===== src/rtl/clock_pkg.sv =====
`default_nettype none
// +--------------------------------------------------------------------------+
// | clock_pkg : shared constants for the time display (FSM states, segments) |
// | Revision  : 1.0                                                          |
// +--------------------------------------------------------------------------+
package clock_pkg;

    localparam logic [2:0] ST_IDLE   = 3'd0;
    localparam logic [2:0] ST_LOAD   = 3'd1;
    localparam logic [2:0] ST_CONV_H = 3'd2;
    localparam logic [2:0] ST_CONV_M = 3'd3;
    localparam logic [2:0] ST_CONV_S = 3'd4;
    localparam logic [2:0] ST_COMMIT = 3'd5;

    // Active-low codes, bit order {g,f,e,d,c,b,a}
    localparam logic [6:0] SEG_0     = 7'h40;
    localparam logic [6:0] SEG_1     = 7'h79;
    localparam logic [6:0] SEG_2     = 7'h24;
    localparam logic [6:0] SEG_3     = 7'h30;
    localparam logic [6:0] SEG_4     = 7'h19;
    localparam logic [6:0] SEG_5     = 7'h12;
    localparam logic [6:0] SEG_6     = 7'h02;
    localparam logic [6:0] SEG_7     = 7'h78;
    localparam logic [6:0] SEG_8     = 7'h00;
    localparam logic [6:0] SEG_9     = 7'h10;
    localparam logic [6:0] SEG_BLANK = 7'h7F;

    localparam int DIG_H10 = 5;
    localparam int DIG_H1  = 4;
    localparam int DIG_M10 = 3;
    localparam int DIG_M1  = 2;
    localparam int DIG_S10 = 1;
    localparam int DIG_S1  = 0;

    localparam logic [2:0] COLON_LO = 3'd2;
    localparam logic [2:0] COLON_HI = 3'd4;

endpackage
`default_nettype wire


===== src/rtl/seg7_decode.sv =====
`default_nettype none
// +--------------------------------------------------------------------------+
// | seg7_decode : 4-bit digit to active-low 7-segment code, blank above 9    |
// | Revision    : 1.0                                                        |
// +--------------------------------------------------------------------------+
module seg7_decode
    import clock_pkg::*;
(
    input  logic [3:0] digit,
    output logic [6:0] code
);

    always_comb begin
        code = SEG_BLANK;
        case (digit)
            4'd0: code = SEG_0;
            4'd1: code = SEG_1;
            4'd2: code = SEG_2;
            4'd3: code = SEG_3;
            4'd4: code = SEG_4;
            4'd5: code = SEG_5;
            4'd6: code = SEG_6;
            4'd7: code = SEG_7;
            4'd8: code = SEG_8;
            4'd9: code = SEG_9;
            default: code = SEG_BLANK;
        endcase
    end

endmodule
`default_nettype wire


===== src/rtl/time_display_scan.sv =====
`default_nettype none
// +--------------------------------------------------------------------------+
// | time_display_scan : binary h/m/s -> BCD buffer -> 6-digit muxed display  |
// | Revision          : 1.0                                                  |
// +--------------------------------------------------------------------------+
module time_display_scan
    import clock_pkg::*;
#(
    parameter int P_HOUR_BIT = 5,
    parameter int P_MIN_BIT  = 6,
    parameter int P_SEC_BIT  = 6,
    parameter int P_SCAN_DIV = 100000
) (
    input  logic                  clk,
    input  logic                  reset,
    input  logic [P_HOUR_BIT-1:0] hour,
    input  logic [P_MIN_BIT-1:0]  minute,
    input  logic [P_SEC_BIT-1:0]  second,
    input  logic                  update,
    output logic                  busy,
    output logic [6:0]            seg,
    output logic                  dp,
    output logic [5:0]            an
);

    localparam int CNT_W = (P_SCAN_DIV > 1) ? $clog2(P_SCAN_DIV) : 1;
    localparam logic [CNT_W-1:0]      CNT_LAST = CNT_W'(P_SCAN_DIV - 1);
    localparam logic [P_HOUR_BIT-1:0] TEN_H    = P_HOUR_BIT'(10);
    localparam logic [P_MIN_BIT-1:0]  TEN_M    = P_MIN_BIT'(10);
    localparam logic [P_SEC_BIT-1:0]  TEN_S    = P_SEC_BIT'(10);

    logic [2:0]            r_state;
    logic                  r_pending;
    logic [P_HOUR_BIT-1:0] r_rem_h;
    logic [P_MIN_BIT-1:0]  r_rem_m;
    logic [P_SEC_BIT-1:0]  r_rem_s;
    logic [2:0]            r_tens_h;
    logic [2:0]            r_tens_m;
    logic [2:0]            r_tens_s;
    logic [3:0]            r_buf [6];
    logic                  r_colon_on;

    logic [CNT_W-1:0]      r_scan_cnt;
    logic [2:0]            r_idx;
    logic [3:0]            w_digit;
    logic [6:0]            w_seg_code;

    assign busy = (r_state != ST_IDLE);

    // Working remainders/tens are private; the buffer is touched only in COMMIT
    always_ff @(posedge clk) begin
        if (reset) begin
            r_state    <= ST_IDLE;
            r_pending  <= 1'b1;
            r_rem_h    <= '0;
            r_rem_m    <= '0;
            r_rem_s    <= '0;
            r_tens_h   <= '0;
            r_tens_m   <= '0;
            r_tens_s   <= '0;
            r_colon_on <= 1'b0;
            for (int i = 0; i < 6; i++) r_buf[i] <= '0;
        end else begin
            if (update && (r_state != ST_IDLE)) r_pending <= 1'b1;
            case (r_state)
                ST_IDLE: begin
                    if (update || r_pending) begin
                        r_state   <= ST_LOAD;
                        r_pending <= 1'b0;
                    end
                end
                ST_LOAD: begin
                    r_rem_h  <= hour;
                    r_rem_m  <= minute;
                    r_rem_s  <= second;
                    r_tens_h <= '0;
                    r_tens_m <= '0;
                    r_tens_s <= '0;
                    r_state  <= ST_CONV_H;
                end
                ST_CONV_H: begin
                    if (r_rem_h >= TEN_H) begin
                        r_rem_h  <= r_rem_h - TEN_H;
                        r_tens_h <= r_tens_h + 3'd1;
                    end else begin
                        r_state <= ST_CONV_M;
                    end
                end
                ST_CONV_M: begin
                    if (r_rem_m >= TEN_M) begin
                        r_rem_m  <= r_rem_m - TEN_M;
                        r_tens_m <= r_tens_m + 3'd1;
                    end else begin
                        r_state <= ST_CONV_S;
                    end
                end
                ST_CONV_S: begin
                    if (r_rem_s >= TEN_S) begin
                        r_rem_s  <= r_rem_s - TEN_S;
                        r_tens_s <= r_tens_s + 3'd1;
                    end else begin
                        r_state <= ST_COMMIT;
                    end
                end
                ST_COMMIT: begin
                    r_buf[DIG_H10] <= {1'b0, r_tens_h};
                    r_buf[DIG_H1]  <= 4'(r_rem_h);
                    r_buf[DIG_M10] <= {1'b0, r_tens_m};
                    r_buf[DIG_M1]  <= 4'(r_rem_m);
                    r_buf[DIG_S10] <= {1'b0, r_tens_s};
                    r_buf[DIG_S1]  <= 4'(r_rem_s);
                    r_colon_on     <= ~r_colon_on;
                    r_state        <= ST_IDLE;
                end
                default: r_state <= ST_IDLE;
            endcase
        end
    end

    always_ff @(posedge clk) begin
        if (reset) begin
            r_scan_cnt <= '0;
            r_idx      <= '0;
        end else if (r_scan_cnt == CNT_LAST) begin
            r_scan_cnt <= '0;
            r_idx      <= (r_idx == 3'd5) ? 3'd0 : r_idx + 3'd1;
        end else begin
            r_scan_cnt <= r_scan_cnt + 1'b1;
        end
    end

    always_comb begin
        w_digit = r_buf[0];
        case (r_idx)
            3'd0: w_digit = r_buf[0];
            3'd1: w_digit = r_buf[1];
            3'd2: w_digit = r_buf[2];
            3'd3: w_digit = r_buf[3];
            3'd4: w_digit = r_buf[4];
            3'd5: w_digit = r_buf[5];
            default: w_digit = r_buf[0];
        endcase
    end

    seg7_decode u_seg7_decode (
        .digit (w_digit),
        .code  (w_seg_code)
    );

    // Outputs lag the index by one cycle so an/seg/dp always switch together
    always_ff @(posedge clk) begin
        if (reset) begin
            seg <= SEG_BLANK;
            dp  <= 1'b1;
            an  <= 6'h3F;
        end else begin
            seg <= w_seg_code;
            dp  <= ~(r_colon_on && ((r_idx == COLON_LO) || (r_idx == COLON_HI)));
            an  <= ~(6'b000001 << r_idx);
        end
    end

endmodule
`default_nettype wire


===== config.mk =====
export PLATFORM = sky130hd
export DESIGN_NAME = time_display_scan
export DESIGN_NICKNAME = d
export VERILOG_FILES = /design/src/rtl/clock_pkg.sv /design/src/rtl/seg7_decode.sv /design/src/rtl/time_display_scan.sv
export SDC_FILE = /design/constraint.sdc
export NUM_CORES = 1
export LEC_CHECK = 0
export BUFFER_PORTS_ARGS = -buffer_cell sky130_fd_sc_hd__buf_2
export CORE_MARGIN = 4
export CORE_UTILIZATION = 35
export CTS_BUF_LIST = sky130_fd_sc_hd__clkbuf_2
export CTS_CLUSTER_SIZE = 30
export DETAILED_ROUTE_END_ITERATION = 10
export HOLD_SLACK_MARGIN = 0.15
export SKIP_LAST_GASP = 1
export SLEW_MARGIN = 0
export SYNTH_ARGS = -nofsm -noshare
export SYNTH_HDL_FRONTEND = slang
export SYNTH_SLANG_ARGS = --single-unit

===== constraint.sdc =====
create_clock -name clk -period 2.4 [get_ports clk]
set_clock_uncertainty 0.1 [all_clocks]
set_input_delay 0.6 -clock clk [delete_from_list [all_inputs] [get_ports clk]]
set_output_delay 0.6 -clock clk [all_outputs]
set_load 0.05 [all_outputs]

### Word-level counts from Yosys, hierarchy flattened

Memories as Yosys holds them, arrays and structs flattened. A register that Yosys moved wholly into a read port is not among the register bits.
Cells that the tools add are included.

* output and inout port bits: 15
* flip-flop bits (word level): 58
* memories kept: 2
* bits in writable memories: 24
* ROM bits: 112

Memories
* (name not given): depth 16, width 7, read ports 1, clocked after memory_dff 1, write ports 0, line seg7_decode.sv:15 `case (digit)`
* r_buf: depth 6, width 4, read ports 6, clocked after memory_dff 0, write ports 6, line time_display_scan.sv:40 `logic [3:0] r_buf [6];`

* equality and inequality tests: 18
* $add $sub $neg: 8
* multiplexer cells: 33
* bitwise gates (word level): 9
* shift-type cells: 1
* $lt $le $gt $ge: 3
* reductions and logical operators: 14

Operators with widths (count)
* $mux W3: 8
* $mux W4: 6
* $pmux W6 S2: 2
* $pmux W4 S5: 1
* $pmux W3 S2: 3
* $add A17 B1 Y17 const B: 1
* $eq A17 B17 Y1 const B: 1
* $pmux W3 S5: 1
* $ne A2 B2 Y1 const B: 7
* $add A3 B1 Y3 const B: 4
* $eq A3 B2 Y1 const B: 4
* $eq A3 B3 Y1 const B: 4
* $ge A6 B4 Y1 const B: 2
* $mux W6: 2
* $sub A6 B4 Y6 const B: 2
* $pmux W5 S2: 1
* $mux W1: 8
* $eq A3 B1 Y1 const B: 2
* $not A6 Y6: 1
* $or A1 B1 Y1: 6
* $reduce_and A2 Y1: 3
* $reduce_bool A2 Y1: 3
* $shl A1 B3 Y6 const A: 1
* $ge A5 B4 Y1 const B: 1
* 9 further kinds: 12

### Longest topological paths before layout

* depth in word-level cells: 5
* mapped depth: 11
* mapped depth without buffers: 9

### By module

A second synthesis with hierarchy kept.

* cells, all modules: 450
* area total of the unflattened synthesis: 4130.2 µm²

Modules (own cells, without submodules)
* time_display_scan: times used 1, cells an instance 417, area each 3920.0 µm²
* seg7_decode: times used 1, cells an instance 33, area each 210.2 µm²

### Least setup slack after synthesis

OpenSTA, ideal clock, no wires.

* path type: reg-to-reg
* start: register r_idx[1]
* end: register seg[2]
* cell stages (with the launch flop): 11
* path buffers: 2
* arrival: 2.108 ns
* setup slack: 0.070 ns
* clock period less this slack: 2.330 ns
* required time: 2.178 ns
* path through: dfxtp_1 > buf_6 > clkbuf_1 > and2_1 > ha_1 > a22oi_1 > o21ai_0 > and2_1 > ha_1 > and2_1 > a221o_1

* longest elaborated chain between the ends: 2
* elaborated cells on any way between the ends: 6

RTL lines
* start, declared: line time_display_scan.sv:44 `logic [2:0] r_idx;`
* start signal, assigned: line time_display_scan.sv:126 `r_idx <= (r_idx == 3'd5) ? 3'd0 : r_idx + 3'd1;`
* $eq A3 B3 Y1, or another cell as far along: line time_display_scan.sv:134 `case (r_idx)`
* $pmux W4 S5 *: line time_display_scan.sv:134
* end, declared: line time_display_scan.sv:21 `output logic [6:0] seg,`

Every way passes the cells marked *; elsewhere a longest branch is shown, timed or not.
A chain may end at the register's enable or synchronous reset.

### Final worst setup path

* start: register r_state[0]
* end: output busy

* longest elaborated chain between the ends: 1

RTL lines
* start, declared: line time_display_scan.sv:32 `logic [2:0] r_state;`
* start signal, assigned: line time_display_scan.sv:53 `r_state <= ST_IDLE;`
* start signal, assigned: line time_display_scan.sv:68 `r_state <= ST_LOAD;`
* start signal, assigned: line time_display_scan.sv:79 `r_state <= ST_CONV_H;`
* $reduce_bool A3 Y1: line time_display_scan.sv:48 `assign busy = (r_state != ST_IDLE);`
* end, declared: line time_display_scan.sv:20 `output logic busy,`

Every way passes these cells.

==> impl_metrics.tcl <==
set metrics [dict create \
    synth_common_cells "dfxtp_1 (65), nor2_1 (47), nand2_1 (43)" \
    root_buffer "clkbuf_2" \
    hold_violations 0 \
    synth_cells 432 \
    diodes 0 \
    cts_setup_buffers 0 \
    startpoint "r_state[0]$_SDFFE_PP0P_" \
    wl_um 8720 \
    utilization_pct 41.8 \
    die_area_mm2 0.0133 \
    synth.most_common_cell "dfxtp_1" \
    maxCapViolations 0 \
    ys_seq_area_share_pct 48.0 \
    start_util_pct 36.5 \
    core_area_mm2 0.0110 \
    outcome "finished, final reports clean" \
    wl_per_cell_um 13.9 \
    synth.avg_cell_area_um2 9.31 \
    path_buf_inv 2 \
    drv_slew 0 \
    synth_top_area_cell "dfxtp_1" \
    ff_latch_area_mm2 0.00194 \
    irDropWorstVdd_mv 0.296 \
    setup_viol 0 \
    gp_routability_congestion 0.860 \
    nFillCells 1124 \
    hp-start "hour[3]" \
    crit_chain "buf_4 > or3_4 > buf_6" \
    slowest_delay_ps 380 \
    grt_max_degree 18 \
    regToRegStartpoint "r_idx[0]$_SDFFE_PP0P_" \
    synth-seq-cells 86 \
    insertion_delay_ps 540 \
    post-place-ws_ps 171 \
    grt_pass1_wl_um 14800 \
    antenna_left 0 \
    drive_gt1_share_pct 17.5 \
    fin_nets 512 \
    antenna_found_initial 0 \
    powerDensity_mw_per_mm2 632 \
    grt_pass1_vias 3055 \
    synth_edf_count 21 \
    startpoint_type "flip-flop" \
    hold_ws_ps 252 \
    die_h_um 115 \
    synth_nets 463 \
    timing.fmax_mhz 437 \
    critPathSlowestCell "or3_4" \
    period_minus_slack_ps 2290 \
    synth_top_area_share_pct 32.3 \
    worst_pin_slew_ps 688 \
    cts.sinks 86 \
    port_buffers 34 \
    synth.distinct_cells 68 \
    multiInputGateArea_mm2 0.00194 \
    fp.dieW_um 115 \
    arrival_ps 1590 \
    critPathTopFamily "simple AND/OR/NAND/NOR gates" \
    reg2reg_slack_ps 130 \
    cp.required_ps 1700 \
    cts_tree "built" \
    dr.pass1.iters 4 \
    drc 0 \
    p_leak_uw 0.00177 \
    crit_fanout 11 \
    h-tree-depth 3 \
    num_vias 3190 \
    timing.final.crit_share_pct 95.3 \
    async_flop_share_pct 0 \
    hpwl_um 6310 \
    worst-setup-path-type "reg -> out" \
    slew_headroom_pct 53.7 \
    grt_use_total_pct 14.1 \
    viasPerCell 5.10 \
    ios 35 \
    rsz0062_at_grt "true" \
    synthTopCellsByArea "dfxtp_1 (32%), edfxtp_1 (16%), nor2_1 (4.4%)" \
    grt_overflow 0 \
    synth_warnings 0 \
    drtIter0Drc 182 \
    path_clk_slew_ps 230 \
    syn_to_final_growth_pct 14.6 \
    std_cell_rows 38 \
    cts_made_buffers 9 \
    critPathCaptureType "primary output" \
    min_path_type "in -> reg" \
    worst_slack_ps 113 \
    synth_area_mm2 0.00402 \
    clock_path_buffers 2 \
    synth_flop_cell "dfxtp_1" \
]
==> layout by cell type (no fill, tap or decap), types with 4 or more instances in the layout <==
cell type       n
a31oi_1         4
edfxtp_1       21
xnor2_1         9
nand2_1        43
nor2_1         47
dfxtp_1        61
dfxtp_2         4
o211ai_1        9
nor3_1         11
or3b_2          4
nand3_1        10
o21ai_0        16
clkbuf_2        9
ha_1           11
dlygate4sd3_1   6
and3_1          8
a21oi_1        27
and2_1         28
inv_1          14
buf_4          15
xor2_1         15
buf_2          33
==> flip-flops by register name (all words and copies together), names as in the netlist, 3 cells and up <==
| register | cells |
|---|---|
| r_tens_m | 3 |
| r_tens_h | 3 |
| r_rem_m | 6 |
| r_state | 3 |
| r_buf | 21 |
| r_rem_h | 5 |
| r_rem_s | 6 |
| r_scan_cnt | 17 |
| r_tens_s | 3 |
| r_idx | 3 |
| an | 6 |
| seg | 7 |
==> per-stage QoR <==
step                      setup TNS, ps  area [µm²]  total power [µW]  std cells
final                                 0        4610              2920        626
after global routing              -27.0        4610              3090        626
after detailed placement              0        4420              2140        604
after CTS                             0        4590              2940        625
after floorplan                       0        4020              1990        432
after global placement                0        4420              2130        604
==> layout make-up <==
class                   count  share of cell area, %
repair buffers             57                   8.44
well taps                 140                   3.80
flip-flops and latches     86                   42.0
multi-input cells         312                   42.0
clock inverters             7                   1.60
clock buffers               9                  0.976
inverters                  15                   1.22
==> per-layer routing <==
layer	wire length, µm	GRT usage, %	vias to the layer above
met5	0	0	-
met4	79	3.99	0
met3	390	4.47	8
met2	3910	21.0	71
met1	4340	19.7	1485
li1	-	-	1626
==> where the power goes <==
part / internal, µW / total, µW / switching (µW)
logic: 189 / 490 / 301
registers: 1570 / 1640 / 70.6
clock network: 245 / 786 / 541
==> worst paths after layout <==
kind	to	cells past startpoint
worst max register to register	seg[5]$_SDFF_PP1_	8
worst min-delay path	r_rem_h[3]$_SDFFE_PP0P_	3
worst min register to register	r_scan_cnt[0]$_SDFF_PP0_	1
worst max-delay path	busy	3
==> what timing repair did <==
item                                    4_1_cts  5_1_grt
resized for setup                             2        5
endpoints found under the setup margin        1        3
hold buffers                                  5        1
hold endpoints to repair                      5        1
==> worst register-to-register path: stages, from the launching register on <==
cell and delay, ps:
dfxtp_1 440, or3_1 400, and2_1 180, or2_2 280, and2_1 200, ha_1 180
nor3_1 160, and3_1 190, a41oi_1 50
==> cell families after synthesis <==
kind of cell	count (synthesis)	synth area share, %
adder cells (fa/ha/maj)	11	3.42
XOR/XNOR	24	5.22
AND/OR/NAND/NOR	184	23.8
multiplexers	2	0.529
AO/OA/AOI/OAI	91	15.0
flip-flops	86	48.0
buffers and inverters	34	3.98
No activity file was read; power rests on OpenSTA's default activity.
